$ cat src/rtl/pid_avalon_sequencer_if.sv
// Avalon-MM bus between the PID sequencer (master) and the PID register slave.
// Read data arrives with a fixed latency of one cycle; there is no waitrequest.
interface pid_avalon_sequencer_if;
  logic        avm_chip_select;
  logic        avm_write;
  logic        avm_read;
  logic [2:0]  avm_address;
  logic [31:0] avm_write_data;
  logic [31:0] avm_read_data;

  modport master (
    output avm_chip_select, avm_write, avm_read, avm_address, avm_write_data,
    input  avm_read_data
  );

  modport slave (
    input  avm_chip_select, avm_write, avm_read, avm_address, avm_write_data,
    output avm_read_data
  );
endinterface

$ cat src/rtl/pid_avalon_sequencer.sv
// Avalon-MM master that loads PID gains/reference and runs one control step per
// feedback sample (fdb write, pid_en pulse, pid_cmp poll, pid_out read).
module pid_avalon_sequencer #(
  parameter int POLL_DELAY = 2,
  parameter int MAX_POLLS  = 255
) (
  input  logic        clk,
  input  logic        reset_n,
  input  logic        cfg_load,
  input  logic [31:0] cfg_kp,
  input  logic [31:0] cfg_ki,
  input  logic [31:0] cfg_kd,
  input  logic [31:0] cfg_ref,
  output logic        cfg_done,
  input  logic        sample_valid,
  input  logic [31:0] sample_data,
  output logic        out_valid,
  output logic [31:0] out_data,
  output logic        busy,
  output logic        overrun,
  output logic        timeout,
  input  logic        clr_status,
  pid_avalon_sequencer_if.master avm
);

  typedef enum logic [3:0] {
    IDLE, CFG_WR, FDB_WR, EN_WR, WAIT, POLL_RD, POLL_CHK, OUT_RD, OUT_CAP
  } state_e;

  state_e            state_q, state_d;
  logic [1:0]        idx_q, idx_d;
  logic [3:0]        wait_q, wait_d;
  logic [7:0]        poll_q, poll_d;
  logic              pend_valid_q, pend_valid_d;
  logic [31:0]       pend_data_q, pend_data_d;
  logic              cfg_pend_q, cfg_pend_d;
  logic [3:0][31:0]  cfg_pend_val_q, cfg_pend_val_d;
  logic [3:0][31:0]  cfg_act_q, cfg_act_d;
  logic [31:0]       out_data_q, out_data_d;
  logic              out_valid_q, out_valid_d;
  logic              cfg_done_q, cfg_done_d;
  logic              busy_q, busy_d;
  logic              overrun_q, overrun_d;
  logic              timeout_q, timeout_d;
  logic              cs_q, cs_d;
  logic              write_q, write_d;
  logic              read_q, read_d;
  logic [2:0]        addr_q, addr_d;
  logic [31:0]       wdata_q, wdata_d;
  logic              overrun_set, timeout_set;

  // Bus controls for a state are computed on the transition into it so every
  // Avalon output comes straight from a flop.
  always_comb begin
    state_d        = state_q;
    idx_d          = idx_q;
    wait_d         = wait_q;
    poll_d         = poll_q;
    pend_valid_d   = pend_valid_q;
    pend_data_d    = pend_data_q;
    cfg_pend_d     = cfg_pend_q;
    cfg_pend_val_d = cfg_pend_val_q;
    cfg_act_d      = cfg_act_q;
    out_data_d     = out_data_q;
    out_valid_d    = 1'b0;
    cfg_done_d     = 1'b0;
    write_d        = 1'b0;
    read_d         = 1'b0;
    addr_d         = 3'd0;
    wdata_d        = 32'd0;
    overrun_set    = 1'b0;
    timeout_set    = 1'b0;

    if (state_q != IDLE) begin
      if (sample_valid) begin
        overrun_set  = pend_valid_q;
        pend_valid_d = 1'b1;
        pend_data_d  = sample_data;
      end
      if (cfg_load) begin
        cfg_pend_d     = 1'b1;
        cfg_pend_val_d = {cfg_ref, cfg_kd, cfg_ki, cfg_kp};
      end
    end

    case (state_q)
      IDLE: begin
        if (cfg_load || cfg_pend_q) begin
          cfg_act_d  = cfg_load ? {cfg_ref, cfg_kd, cfg_ki, cfg_kp} : cfg_pend_val_q;
          cfg_pend_d = 1'b0;
          idx_d      = 2'd0;
          state_d    = CFG_WR;
          write_d    = 1'b1;
          addr_d     = 3'd0;
          wdata_d    = cfg_act_d[0];
          if (sample_valid) begin
            overrun_set  = pend_valid_q;
            pend_valid_d = 1'b1;
            pend_data_d  = sample_data;
          end
        end else if (pend_valid_q) begin
          // Oldest sample goes first; a same-cycle strobe refills the buffer.
          state_d      = FDB_WR;
          write_d      = 1'b1;
          addr_d       = 3'd4;
          wdata_d      = pend_data_q;
          pend_valid_d = sample_valid;
          pend_data_d  = sample_data;
        end else if (sample_valid) begin
          state_d = FDB_WR;
          write_d = 1'b1;
          addr_d  = 3'd4;
          wdata_d = sample_data;
        end
      end
      CFG_WR: begin
        if (idx_q == 2'd3) begin
          state_d    = IDLE;
          cfg_done_d = 1'b1;
        end else begin
          idx_d   = idx_q + 2'd1;
          write_d = 1'b1;
          addr_d  = {1'b0, idx_d};
          wdata_d = cfg_act_q[idx_d];
        end
      end
      FDB_WR: begin
        state_d = EN_WR;
        write_d = 1'b1;
        addr_d  = 3'd5;
        wdata_d = 32'h1;
      end
      EN_WR: begin
        state_d = WAIT;
        wait_d  = 4'd0;
        poll_d  = 8'd0;
      end
      WAIT: begin
        if (wait_q == 4'(POLL_DELAY - 1)) begin
          state_d = POLL_RD;
          read_d  = 1'b1;
          addr_d  = 3'd7;
          poll_d  = poll_q + 8'd1;
        end else begin
          wait_d = wait_q + 4'd1;
        end
      end
      POLL_RD: state_d = POLL_CHK;
      POLL_CHK: begin
        if (avm.avm_read_data[0]) begin
          state_d = OUT_RD;
          read_d  = 1'b1;
          addr_d  = 3'd6;
        end else if (poll_q < 8'(MAX_POLLS)) begin
          state_d = POLL_RD;
          read_d  = 1'b1;
          addr_d  = 3'd7;
          poll_d  = poll_q + 8'd1;
        end else begin
          state_d     = IDLE;
          timeout_set = 1'b1;
        end
      end
      OUT_RD: state_d = OUT_CAP;
      OUT_CAP: begin
        state_d     = IDLE;
        out_data_d  = avm.avm_read_data;
        out_valid_d = 1'b1;
      end
      default: state_d = IDLE;
    endcase

    cs_d      = write_d | read_d;
    busy_d    = (state_d != IDLE);
    overrun_d = overrun_set | (overrun_q & ~clr_status);
    timeout_d = timeout_set | (timeout_q & ~clr_status);
  end

  always_ff @(posedge clk or negedge reset_n) begin
    if (!reset_n) begin
      state_q        <= IDLE;
      idx_q          <= 2'd0;
      wait_q         <= 4'd0;
      poll_q         <= 8'd0;
      pend_valid_q   <= 1'b0;
      pend_data_q    <= 32'd0;
      cfg_pend_q     <= 1'b0;
      cfg_pend_val_q <= '0;
      cfg_act_q      <= '0;
      out_data_q     <= 32'd0;
      out_valid_q    <= 1'b0;
      cfg_done_q     <= 1'b0;
      busy_q         <= 1'b0;
      overrun_q      <= 1'b0;
      timeout_q      <= 1'b0;
      cs_q           <= 1'b0;
      write_q        <= 1'b0;
      read_q         <= 1'b0;
      addr_q         <= 3'd0;
      wdata_q        <= 32'd0;
    end else begin
      state_q        <= state_d;
      idx_q          <= idx_d;
      wait_q         <= wait_d;
      poll_q         <= poll_d;
      pend_valid_q   <= pend_valid_d;
      pend_data_q    <= pend_data_d;
      cfg_pend_q     <= cfg_pend_d;
      cfg_pend_val_q <= cfg_pend_val_d;
      cfg_act_q      <= cfg_act_d;
      out_data_q     <= out_data_d;
      out_valid_q    <= out_valid_d;
      cfg_done_q     <= cfg_done_d;
      busy_q         <= busy_d;
      overrun_q      <= overrun_d;
      timeout_q      <= timeout_d;
      cs_q           <= cs_d;
      write_q        <= write_d;
      read_q         <= read_d;
      addr_q         <= addr_d;
      wdata_q        <= wdata_d;
    end
  end

  assign cfg_done            = cfg_done_q;
  assign out_valid           = out_valid_q;
  assign out_data            = out_data_q;
  assign busy                = busy_q;
  assign overrun             = overrun_q;
  assign timeout             = timeout_q;
  assign avm.avm_chip_select = cs_q;
  assign avm.avm_write       = write_q;
  assign avm.avm_read        = read_q;
  assign avm.avm_address     = addr_q;
  assign avm.avm_write_data  = wdata_q;

endmodule

$ cat src/flat_wrapper.sv
// flat-port wrapper written by rule: the top's interface ports become plain ports
module pid_avalon_sequencer_flat 
#(
  parameter int POLL_DELAY = 2,
  parameter int MAX_POLLS  = 255
)
  (clk, reset_n, cfg_load, cfg_kp, cfg_ki, cfg_kd, cfg_ref, cfg_done, sample_valid, sample_data, out_valid, out_data, busy, overrun, timeout, clr_status, avm_avm_chip_select, avm_avm_write, avm_avm_read, avm_avm_address, avm_avm_write_data, avm_avm_read_data);
  pid_avalon_sequencer_if avm_i ();
  input  logic clk;
  input  logic reset_n;
  input  logic cfg_load;
  input  logic [31:0] cfg_kp;
  input  logic [31:0] cfg_ki;
  input  logic [31:0] cfg_kd;
  input  logic [31:0] cfg_ref;
  output logic cfg_done;
  input  logic sample_valid;
  input  logic [31:0] sample_data;
  output logic out_valid;
  output logic [31:0] out_data;
  output logic busy;
  output logic overrun;
  output logic timeout;
  input  logic clr_status;
  output wire logic [$bits(avm_i.avm_chip_select)-1:0] avm_avm_chip_select;
  output wire logic [$bits(avm_i.avm_write)-1:0] avm_avm_write;
  output wire logic [$bits(avm_i.avm_read)-1:0] avm_avm_read;
  output wire logic [$bits(avm_i.avm_address)-1:0] avm_avm_address;
  output wire logic [$bits(avm_i.avm_write_data)-1:0] avm_avm_write_data;
  input wire logic [$bits(avm_i.avm_read_data)-1:0] avm_avm_read_data;
  assign avm_avm_chip_select = avm_i.avm_chip_select;
  assign avm_avm_write = avm_i.avm_write;
  assign avm_avm_read = avm_i.avm_read;
  assign avm_avm_address = avm_i.avm_address;
  assign avm_avm_write_data = avm_i.avm_write_data;
  assign avm_i.avm_read_data = avm_avm_read_data;
  pid_avalon_sequencer #(.POLL_DELAY(POLL_DELAY), .MAX_POLLS(MAX_POLLS)) u_core (.clk(clk), .reset_n(reset_n), .cfg_load(cfg_load), .cfg_kp(cfg_kp), .cfg_ki(cfg_ki), .cfg_kd(cfg_kd), .cfg_ref(cfg_ref), .cfg_done(cfg_done), .sample_valid(sample_valid), .sample_data(sample_data), .out_valid(out_valid), .out_data(out_data), .busy(busy), .overrun(overrun), .timeout(timeout), .clr_status(clr_status), .avm(avm_i));
endmodule
$ cat config.mk
export PLATFORM = sky130hd
export DESIGN_NAME = pid_avalon_sequencer_flat
export DESIGN_NICKNAME = d
export VERILOG_FILES = /design/src/rtl/pid_avalon_sequencer_if.sv /design/src/rtl/pid_avalon_sequencer.sv /design/src/flat_wrapper.sv
export SDC_FILE = /design/constraint.sdc
export NUM_CORES = 1
export LEC_CHECK = 0
export ABC_AREA = 1
export BUFFER_PORTS_ARGS = -buffer_cell sky130_fd_sc_hd__buf_2
export CAP_MARGIN = 10
export CORE_MARGIN = 2
export CORE_UTILIZATION = 35
export DETAILED_ROUTE_END_ITERATION = 7
export PLACE_DENSITY = 0.49
export RECOVER_POWER = 100
export SYNTH_ARGS = -nofsm -noshare
export SYNTH_HDL_FRONTEND = slang
export SYNTH_SLANG_ARGS = --single-unit
export TNS_END_PERCENT = 100
$ cat constraint.sdc
create_clock -name clk -period 1.8 [get_ports clk]
set_input_delay 0.09 -clock clk [delete_from_list [all_inputs] [get_ports clk]]
set_output_delay 0.09 -clock clk [all_outputs]
set_load 0.03 [all_outputs]
# After elaboration in Yosys (flattened, before gate mapping)
# Cells that the tools add are included.
dict set report word_totals {
  ff_bits 383
  mem_bits_rw 0
  n_memories 0
  latchBits 0
  output_inout_bits 75
  rom_bits 0
}
dict set report op_classes {
  shift 0
  div_mod_pow 0
  multipliers 0
  mux 69
  add_sub_neg 3
  reduce_logical 11
  n_lt_le_gt_ge 2
  n_eq_ne 16
  n_bitwise 6
}
# cell n
set ops {}
lappend ops {{2-to-1 mux 32 bit} 11}
lappend ops {{2-to-1 mux 128 bit} 1}
lappend ops {{case mux 32 bit (3 select lines)} 1}
lappend ops {{binary-select mux 32 bit (select 2 bit)} 1}
lappend ops {{case mux 4 bit (8 select lines)} 1}
lappend ops {{2-to-1 mux 1 bit} 28}
lappend ops {{2-to-1 mux 4 bit} 7}
lappend ops {{2-to-1 mux 8 bit} 3}
lappend ops {{case mux 8 bit (3 select lines)} 1}
lappend ops {{2-to-1 mux 3 bit} 7}
lappend ops {{equality test 4 x 3 -> 1 bit (second input constant)} 4}
lappend ops {{case mux 3 bit (5 select lines)} 1}
lappend ops {{adder 8 x 1 -> 8 bit (second input constant)} 1}
lappend ops {{equality test 4 x 1 -> 1 bit (second input constant)} 2}
lappend ops {{equality test 4 x 2 -> 1 bit (second input constant)} 2}
lappend ops {{< comparator 8 bit (second input constant)} 1}
lappend ops {{case mux 4 bit (2 select lines)} 1}
lappend ops {{nonzero test 4 bit} 2}
lappend ops {{2-to-1 mux 2 bit} 3}
lappend ops {{inequality test 2 x 1 -> 1 bit (second input constant)} 3}
lappend ops {{inequality test 2 bit (second input constant)} 3}
lappend ops {{adder 4 x 1 -> 4 bit (second input constant)} 1}
lappend ops {{equality test 4 bit (second input constant)} 1}
lappend ops {{zero test 4 bit} 1}
lappend ops {{15 further kinds} 20}

# Depth between registers and ports, before layout
# Gate-level depths: netlist (run 1).
dict set report logic_depth {
  ltp_word 6
  ltp_mapped 9
}

# Least setup slack after synthesis (run 1)
# No wires, ideal clock.
dict set report synth_timing {
  path_kind {reg2reg}
  from {register u_core.idx_q[0]}
  to {register u_core.wdata_q[16] (netlist: u_core.avm.avm_write_data[16])}
  slack_ps 161
  setup_time_ps 131
  arrival_time_ps 1507
  path_buffers 2
  period_less_slack_ps 1639
  stages_incl_launch_ff 10
  t_required_ps 1669
  cell_sequence {dfrtp_1 > ha_1 > buf_2 > inv_1 > clkbuf_1 > a21oi_1 > o21ai_0 > nand2_1 > nand2_1 > o211ai_1}
}
dict set report synth_via {
  elab_chain_cells 5
  word_cells_on_any_way 6
  classes_between {add/sub (1); eq/ne (1); mux (4)}
}
# element line
set synth_rtl {}
lappend synth_rtl {{start, declared} pid_avalon_sequencer.sv:31} ;# logic [1:0] idx_q, idx_d;
lappend synth_rtl {{start signal, assigned} pid_avalon_sequencer.sv:203} ;# idx_q <= idx_d;
lappend synth_rtl {{adder 2 x 1 -> 2 bit} pid_avalon_sequencer.sv:121} ;# idx_d = idx_q + 2'd1;
lappend synth_rtl {{binary-select mux 32 bit (select 2 bit)} pid_avalon_sequencer.sv:124} ;# wdata_d = cfg_act_q[idx_d];
lappend synth_rtl {{2-to-1 mux 32 bit (not written as such)} pid_avalon_sequencer.sv:124}
lappend synth_rtl {{2-to-1 mux 32 bit (*)} pid_avalon_sequencer.sv:117} ;# if (idx_q == 2'd3) begin
lappend synth_rtl {{case mux 32 bit (3 select lines) (*)} pid_avalon_sequencer.sv:86} ;# case (state_q)
lappend synth_rtl {{named net u_core.wdata_d[16]} pid_avalon_sequencer.sv:49} ;# logic [31:0] wdata_q, wdata_d;
lappend synth_rtl {{end signal, assigned} pid_avalon_sequencer.sv:221} ;# wdata_q <= wdata_d;
lappend synth_rtl {{end, declared} pid_avalon_sequencer.sv:49}
# The timed path passes the listed nets; every way through them passes the cells marked *. The select of a mux whose other input is x is not followed.
# A chain may end at the register's enable or synchronous reset.

# Worst setup path in the final report (run 1)
dict set report layout_timing {
  from {register u_core.idx_q[1]}
  to {register u_core.wdata_q[12] (netlist: u_core.avm.avm_write_data[12])}
}
# Same word-level chain as after synthesis.

==> metrics.txt, run 1 <==
sequential area share after synthesis 0.5254; Synth Flop Type dfrtp_1; Crit path max-delay family flip-flops; Syn Inst Count 2,367; Largest stage delay, worst path 410 ps; post-DR wirelength/cell 18.07 um; PD cells 1681 nW/um2; CTS Buf Count 45; EDFF count, synth 0; Initial Utilization 0.3548; status finished clean; worst setup path category flip-flop to flip-flop; I/O pin total 272; Crit path required time 2230 ps; CP Launch Type flip-flop; Worst Skew 14.22 ps; GRT Overall Usage 0.2280; Hold Fails Final Rpt 0; Seq cells post-synth 383; slowest CP cell dfrtp_1; uppermost layer routed met5; final setup fails 0; input/output buffers 271; wire length on met2 29.36 mm; post-route setup slack 63.94 ps; Place WS 1.404 ps; post-synthesis cell type count 35; Ys Warns 0; die footprint 53,960 um2; fraction of layout cells with a size suffix above 1 0.1613; CP bufs+invs 2; drt drc 0; # nets final 2,973; Gate power share 0.421; VDD IR max 0.8099 mV; Design Power 39,820 uW; Switching Share 0.4182; worst min-delay path class input port to flip-flop; vias in the first global route 16,550; post-layout util 0.4608; internal cell power 23,170 uW; max-cap violations 0; root buffer cell clkbuf_16; DRT iter0 DRCs 1,300; antenna-violating nets left 0; DR vias/cell 4.865; fin crit share 0.9645; die width 232.3 um; Antenna diodes 0; initial antenna violation count 2; Final Critical Period 1736 ps; H-tree depth 2; DPL Wire Length 42.55 mm; worst rel slew slack 0.3332; placer congestion estimate 0.8286; Clock Power Share 0.227; Slew @ Worst Pin 1000 ps; Post-Route WL 62.94 mm; Syn-to-layout area delta 29.87%; crit path capture type flip-flop; metal3 WL 3.263 mm; global route overflow 0; sequential share of power 0.351; async set or reset register ratio after synthesis 1.000; CTS tree yes; Slew Viols, Final 0; Avg Inst Size Synth 7.706 um2; RSZ-0062 raised after global routing true; worst skew pair latency 570 ps; worst-path cell chain ha_1 -> inv_1 -> buf_12 -> a21oi_1 -> o21ai_0 -> nand2_1 -> nand2_1 -> o211ai_1; Clock transition at path regs 60 ps; CP arrival 2170 ps; Sw Pwr 16,650 uW; Chip Height 232.3 um; most frequent cells in the layout 880 x nand2_1, 380 x dfrtp_1, 354 x o21ai_0; first-pass GRT wire length 95.10 mm; Final Instance Area 23,690 um2; Core Box Area 51,410 um2; Lkg Pwr 0.01192 uW; row cnt 83; DR pass1 iterations 5; Post-Syn Area 18,240 um2; met1 wire length 28.61 mm; clock sink count 383; placed inst area 20,490 um2; Bufs on Longest Clock Path 3; Syn Nets 2,569; vias post-DR 16,940; Critical Path Most Common Cell nand2_1; most common cell after layout, fill and taps aside nand2_1; pin count of the biggest net entering global routing 135; fmax 576.0 MHz; Worst Path Max Fanout 31
## worst paths after layout
check,start,end,slack (ps),depth (start not counted)
max,u_core.idx_q[1],u_core.avm.avm_write_data[12],60,8
min,cfg_kd[26],u_core.cfg_act_q[90],5,5
max reg2reg,u_core.idx_q[1],u_core.avm.avm_write_data[12],60,8
min reg2reg,u_core.out_data[23],u_core.out_data[23],460,2
max in group asynchronous,reset_n,u_core.cfg_pend_val_q[41],370,3
min in group asynchronous,reset_n,u_core.cfg_pend_val_q[116],20,2
## area by class of cell
type                       count  area, um2
inverter                     221      837.1
multi-input combinational   1620       7216
sequential                   383       9588
timing repair buffer         500       3761
tap                          680      850.8
clock buffer                  57       1241
clock inverter                21      195.2
fill                        5105      27720
## per-stage QoR
step | setup TNS [ps] | hold slack [ps] | cells
finish | 0 | 5.115 | 3482
global route | -16.57 | 43.85 | 3482
CTS | 0 | 0.9128 | 3472
detailed placement | 0 | 51.49 | 3232
global placement | -5.063 | 54.71 | 3232
floorplan | 0 | -205.6 | 2367
## flip-flops by register name, indices dropped and copies added, names as in the netlist
name and flops:
u_core.avm.avm_read 1, u_core.pend_data_q 32, u_core.out_data 32, u_core.out_valid 1, u_core.poll_q 8, u_core.avm.avm_write_data 32
u_core.wait_q 4, u_core.state_q 4, u_core.timeout 1, u_core.cfg_act_q 128, u_core.cfg_pend_q 1, u_core.cfg_pend_val_q 128
u_core.pend_valid_q 1, u_core.avm.avm_chip_select 1, u_core.cfg_done 1, u_core.overrun 1, u_core.avm.avm_address 3, u_core.busy 1
u_core.idx_q 2, u_core.avm.avm_write 1
## cells in the mapped netlist (11+ instances only)
cell type  instances  area share
buf_4             12      0.0049
inv_1            211       0.043
dfrtp_1          383        0.53
o211ai_1          26       0.011
clkbuf_1          68       0.014
a21boi_1          11      0.0045
a31oi_1           37       0.013
nand2_1          881        0.18
buf_2             57       0.016
nor2_1           103       0.021
nand3_1           26      0.0071
a21oi_1          110       0.030
o21ai_1           19      0.0052
o21ai_0          360       0.099
## worst reg2reg max path: cells and delay by family, from the launching register on
| family | cells | cell delay, ps |
|---|---|---|
| DFF | 1 | 410 |
| AOI/OAI and AO/OA | 3 | 380 |
| buffers and inverters | 2 | 310 |
| adders and majority gates | 1 | 320 |
| and+or+nand+nor | 2 | 190 |
## power by group through the flow
stage	clock (uW)	combinational, uW	sequential, uW
floorplan	0	9460	15000
global placement	0	15600	14000
detailed placement	0	15900	14100
CTS	9270	16200	14000
global route	9590	18800	14300
finish	9050	16800	14000
## kinds of logic after synthesis
group	Yosys count	share of synthesized area
adder cells (fa/ha/maj)	5	0.003430
XOR/XNOR	3	0.001441
AO/OA/AOI/OAI	575	0.1668
flip-flops	383	0.5254
buffers and inverters	364	0.08211
AND/OR/NAND/NOR	1037	0.2208
## layer usage
metal	vias to the layer above	global-route usage
met4	4	0.07292
met3	97	0.03377
li1	8328	-
met1	8043	0.3083
met5	-	0
met2	469	0.3755
## timing repair
action	in CTS	in global routing
pin swaps	0	3
buffers inserted	0	6
hold endpoints to repair	638	0
endpoints found under the setup margin	1	122
resized for setup	1	20
cloned	0	4
hold buffers	162	0
No activity file was read; power rests on OpenSTA's default activity.
==> run 2, diff against run 1 <==
clock period = 1.9 ns   (was 1.8 ns; I/O delays follow)
==> run 2 against run 1 <==
Compared with the run above: the run now ends with negative hold slack left; first-iteration DRC count down 15%; maximum frequency down 3.3%; combinational power down 12%; clock power hardly changed; highest routed layer is now met4; wire length is 1.3% lower; global-route usage is 0.37 points higher; non-clock buffer count down 15.
==> metrics.txt, run 2 (same netlist as run 1, synthesis figures left out) <==
Chip Height 232.3 um; I/O pin total 272; vias post-DR 16,820; clock sink count 383; input/output buffers 271; DR vias/cell 4.849; Lkg Pwr 0.01161 uW; root buffer cell clkbuf_16; Worst Hold End u_core.cfg_pend_val_q[118]; Post-Route Setup TNS 0 ps; Worst Path Max Fanout 33; Slew Viols, Final 0; register area 9587 um2; H-tree depth 2; CTS Buf Count 45; most common cell after layout, fill and taps aside nand2_1; global route overflow 0; failing checks negative hold slack; fmax 557.0 MHz; HP Start cfg_ref[22]; Clock transition at path regs 60 ps; Slew @ Worst Pin 1361 ps; final setup fails 0; DRT iter0 DRCs 1,099; worst skew pair latency 580 ps; vias in the first global route 16,510; max-cap violations 0; DR pass1 iterations 5; slowest CP cell clkbuf_2; fraction of layout cells with a size suffix above 1 0.1256; RSZ-0062 raised after global routing false; Place WS 94.19 ps; PD cells 1585 nW/um2; drt drc 0; antenna-violating nets left 0; Syn-to-layout area delta 28.60%; die width 232.3 um; final hold slack -3.530 ps; most frequent cells in the layout 881 x nand2_1, 381 x dfrtp_1, 372 x o21ai_0; first-pass GRT wire length 96.20 mm; initial antenna violation count 1; worst min-delay path class input port to flip-flop; footprint of the multi-input gates 7173 um2; placer congestion estimate 0.8402; Final Critical Period 1795 ps; worst setup path category flip-flop to flip-flop; worst-path cell chain buf_4 -> inv_2 -> nand2_1 -> nor3_4 -> clkbuf_2 -> nand2_1 -> nand2_1; Core Box Area 51,410 um2; CP bufs+invs 3; Hold Fails Final Rpt 1; crit path capture type flip-flop; post-route setup slack 104.7 ps; Setup crit start u_core.state_q[1]; Post-Route WL 62.15 mm; Bufs on Longest Clock Path 3; dpl cells 3,227; Worst Skew 18.76 ps; post-DR wirelength/cell 17.92 um; die footprint 53,960 um2; FF-to-FF path depth 7; CP arrival 2290 ps; CTS tree yes; CP Launch Type flip-flop; Crit path required time 2400 ps; Largest stage delay, worst path 540 ps; worst rel slew slack 0.09258; Largest regs u_core.cfg_act_q (128), u_core.cfg_pend_val_q (128); Initial Utilization 0.3548; row cnt 83; fin crit share 0.9449; VDD IR max 0.8714 mV; Worst Hold Depth 5; reg2reg setup slack 100 ps; DPL Wire Length 43.04 mm; Layout Cells excl Fill 3,468; R2R Path Start u_core.state_q[1]; pin count of the biggest net entering global routing 97; Critical Path Most Common Cell nand2_1; Fillers 5,134; # nets final 2,958; status complete, but fails checks; reg2reg end u_core.out_data[3]; GRT Overall Usage 0.2317; Crit path max-delay family buffers and inverters
run 2: cell count changes in the layout (fill, tap and decap cells not counted), sizes merged:
cell	before	now
buf	328	235
bufinv	3	4
clkbuf	67	154
clkinv	15	7
clkinvlp	3	0
diode	0	1
inv	221	222
run 2: worst max path at each step:
| stage | cells after the start | to |
|---|---|---|
| 4_1_cts | 8 | u_core.avm.avm_write_data[10] |
| 2_1_floorplan | 9 | u_core.avm.avm_write_data[16] |
| 3_3_place_gp | 8 | u_core.avm.avm_write_data[10] |
| 6_report | 7 | u_core.out_data[3] |
| 5_1_grt | 6 | u_core.cfg_act_q[103] |
| 3_5_place_dp | 8 | u_core.avm.avm_write_data[10] |
run 2: worst reg2reg max path, stage by stage, from the launching register on:
cell      delay, ps
dfrtp_1         400
buf_4           160
inv_2            70
nand2_1         110
nor3_4          160
clkbuf_2        540
nand2_1         180
nand2_1         110
run 2: metrics by stage:
step | utilization | power (uW) | instance area [um2]
after floorplan | - | 23130 | 18240
final | 0.4563 | 37170 | 23460
after CTS | 0.4591 | 37720 | 23600
after detailed placement | 0.3978 | 28270 | 20450
after global placement | 0.3978 | 27950 | 20450
after global routing | 0.4562 | 40050 | 23450
run 2: metal layers:
layer  vias to the layer above  part of all wire  GRT usage  wire (um)
met5                         -                 0          0          0
met4                         0             0.029    0.07692       1815
met3                        88             0.052    0.03008       3206
met2                       483              0.47     0.3815      28920
met1                      7949              0.45     0.3149      28200
li1                       8296                 -          -          -
run 2: what timing repair did:
item | 4_1_cts | 5_1_grt
resized for setup | 0 | 3
endpoints found under the hold margin | 655 | 0
endpoints found under the setup margin | 0 | 10
hold buffers | 162 | 0
buffers inserted | 0 | 0
run 2: area by class of cell:
type,count,area share
clock inverters,12,0.006988
repair buffers,485,0.1482
multi-input cells,1620,0.3058
flip-flops and latches,383,0.4087
diodes,1,0.0001067
inverters,221,0.03558
clock buffers,66,0.05830
well taps,680,0.03627
run 2: report_power, final:
| part | total, uW | switching, uW | internal (uW) |
|---|---|---|---|
| clock | 9030 | 3540 | 5500 |
| combinational | 14800 | 10300 | 4540 |
| sequential | 13300 | 1590 | 11700 |
==> run 3, diff against run 2 <==
--- a/config.mk
+++ b/config.mk
@@ -14,4 +14,5 @@
 export PLACE_DENSITY = 0.49
 export RECOVER_POWER = 100
+export SKIP_LAST_GASP = 1
 export SYNTH_ARGS = -nofsm -noshare
 export SYNTH_HDL_FRONTEND = slang
==> constraint.sdc (replaced) <==
create_clock -name clk -period 1.9 [get_ports clk]
set_input_delay 0.095 -clock clk [delete_from_list [all_inputs] [get_ports clk]]
set_output_delay 0.095 -clock clk [all_outputs]
set_load 0.005 [all_outputs]
==> run 3 against run 2 <==
Compared with the run above: the flow still finishes with violations (negative hold slack); worst hold slack worse by 6.2 ps; first-iteration DRC count up 1.4%; core utilization up 0.066 points; clock skew is 1.3 ps higher; cell area rose by 0.14%; clock-buffer cell count did not move; cell count did not move; worst setup slack improved by 4.7 ps; die area unchanged; combinational power decreased by 7%; critical path type unchanged; largest cell class unchanged; largest power group unchanged.
==> metrics.txt, run 3 (same netlist as run 1, synthesis figures left out) <==
status complete, but fails checks; failing checks negative hold slack; DR vias/cell 4.837; Fillers 5,125; Crit path required time 2400 ps; fraction of layout cells with a size suffix above 1 0.1353; DR pass1 iterations 5; Initial Utilization 0.3548; Core Box Area 51,410 um2; VDD IR max 0.8702 mV; final hold slack -9.712 ps; CTS tree yes; crit path capture type flip-flop; worst rel slew slack 0.08481; Clock transition at path regs 60 ps; die width 232.3 um; DPL Wire Length 43.04 mm; CP Launch Type flip-flop; worst skew pair latency 580 ps; max-cap violations 0; worst setup path category flip-flop to flip-flop; row cnt 83; Hold Fails Final Rpt 2; placer congestion estimate 0.8402; H-tree depth 2; PD cells 1532 nW/um2; clock sink count 383; fmax 558.5 MHz; Slew @ Worst Pin 1373 ps; post-DR wirelength/cell 17.89 um; Post-Route WL 62.05 mm; input/output buffers 271; # nets final 2,958; I/O pin total 272; Bufs on Longest Clock Path 3; Largest regs u_core.cfg_act_q (128), u_core.cfg_pend_val_q (128); GRT Overall Usage 0.2317; Final Critical Period 1791 ps; first-pass GRT wire length 96.20 mm; final setup fails 0; DRT iter0 DRCs 1,114; most frequent cells in the layout 881 x nand2_1, 381 x dfrtp_1, 372 x o21ai_0; initial antenna violation count 1; die footprint 53,960 um2; drt drc 0; vias in the first global route 16,510; pin count of the biggest net entering global routing 97; antenna-violating nets left 0; most common cell after layout, fill and taps aside nand2_1; fin crit share 0.9424; CTS Buf Count 45; Worst Skew 20.09 ps; RSZ-0062 raised after global routing false; root buffer cell clkbuf_16; Syn-to-layout area delta 28.78%; global route overflow 0; Lkg Pwr 0.01169 uW; Worst Path Max Fanout 33; Slew Viols, Final 0; Post-Route Setup TNS 0 ps; Chip Height 232.3 um; vias post-DR 16,780; CP arrival 2290 ps; worst min-delay path class input port to flip-flop
run 3: cell count changes in the layout (fill, tap and decap cells not counted), sizes merged:
| cell | previous run | this run |
|---|---|---|
| buf | 235 | 262 |
| clkbuf | 154 | 127 |
run 3: through the flow:
stage	util	setup WS [ps]	total power, uW	std cells	instance area, um2
final	0.4570	109.4	35990	3468	23490
after floorplan	-	261.5	21930	2367	18240
after CTS	0.4591	79.29	36490	3467	23600
after global placement	0.3978	126.7	26720	3227	20450
after detailed placement	0.3978	94.19	27040	3227	20450
after global routing	0.4569	2.211	38890	3467	23490
run 3: path summary, 6_finish.rpt:
check                                        start                         end  slack, ps  depth (start not counted)
worst max-delay path             u_core.state_q[1]          u_core.out_data[3]        110                          7
worst min-delay path                   cfg_ref[22]  u_core.cfg_pend_val_q[118]        -10                          5
worst max register to register   u_core.state_q[1]          u_core.out_data[3]        110                          7
worst min register to register  u_core.out_data[4]          u_core.out_data[4]        470                          2
max in group asynchronous                  reset_n   u_core.cfg_pend_val_q[62]        290                          3
min in group asynchronous                  reset_n        u_core.cfg_act_q[34]        390                          2
run 3: layout make-up:
type / count / area [um2] / area share
antenna: 1 / 2.502 / 0.0001065
clock buffer: 66 / 1368 / 0.05822
clock inverter: 12 / 163.9 / 0.006978
inverter: 221 / 834.6 / 0.03553
multi-input combinational: 1620 / 7173 / 0.3054
sequential: 383 / 9587 / 0.4081
tap: 680 / 850.8 / 0.03622
timing repair buffer: 485 / 3511 / 0.1495
run 3: repair_timing:
action | 4_1_cts | 5_1_grt
endpoints found under the setup margin | 0 | 10
hold buffers | 162 | 0
hold endpoints to repair | 655 | 0
setup buffers | 0 | 0
resized for setup | 0 | 3
run 3: routing by layer:
metal  track usage  share of wire  vias up
met5             0              0        -
met2        0.3815           0.47      478
met3       0.03008          0.050       94
met1        0.3149           0.45     7912
met4       0.07692          0.030        0
li1              -              -     8292
run 3: where the power goes:
part           switching, uW  internal (uW)  total (uW)
sequential              1580          11700       13300
clock                   3530           5500        9020
combinational           9060           4600       13700
total                  14200          21800       36000
run 3: worst max-delay path, cell delays in order, from the launching register on:
cell      delay (ps)
dfrtp_1          390
buf_4            160
inv_2             70
nand2_1          110
nor3_4           150
clkbuf_2         540
nand2_1          170
nand2_1          110
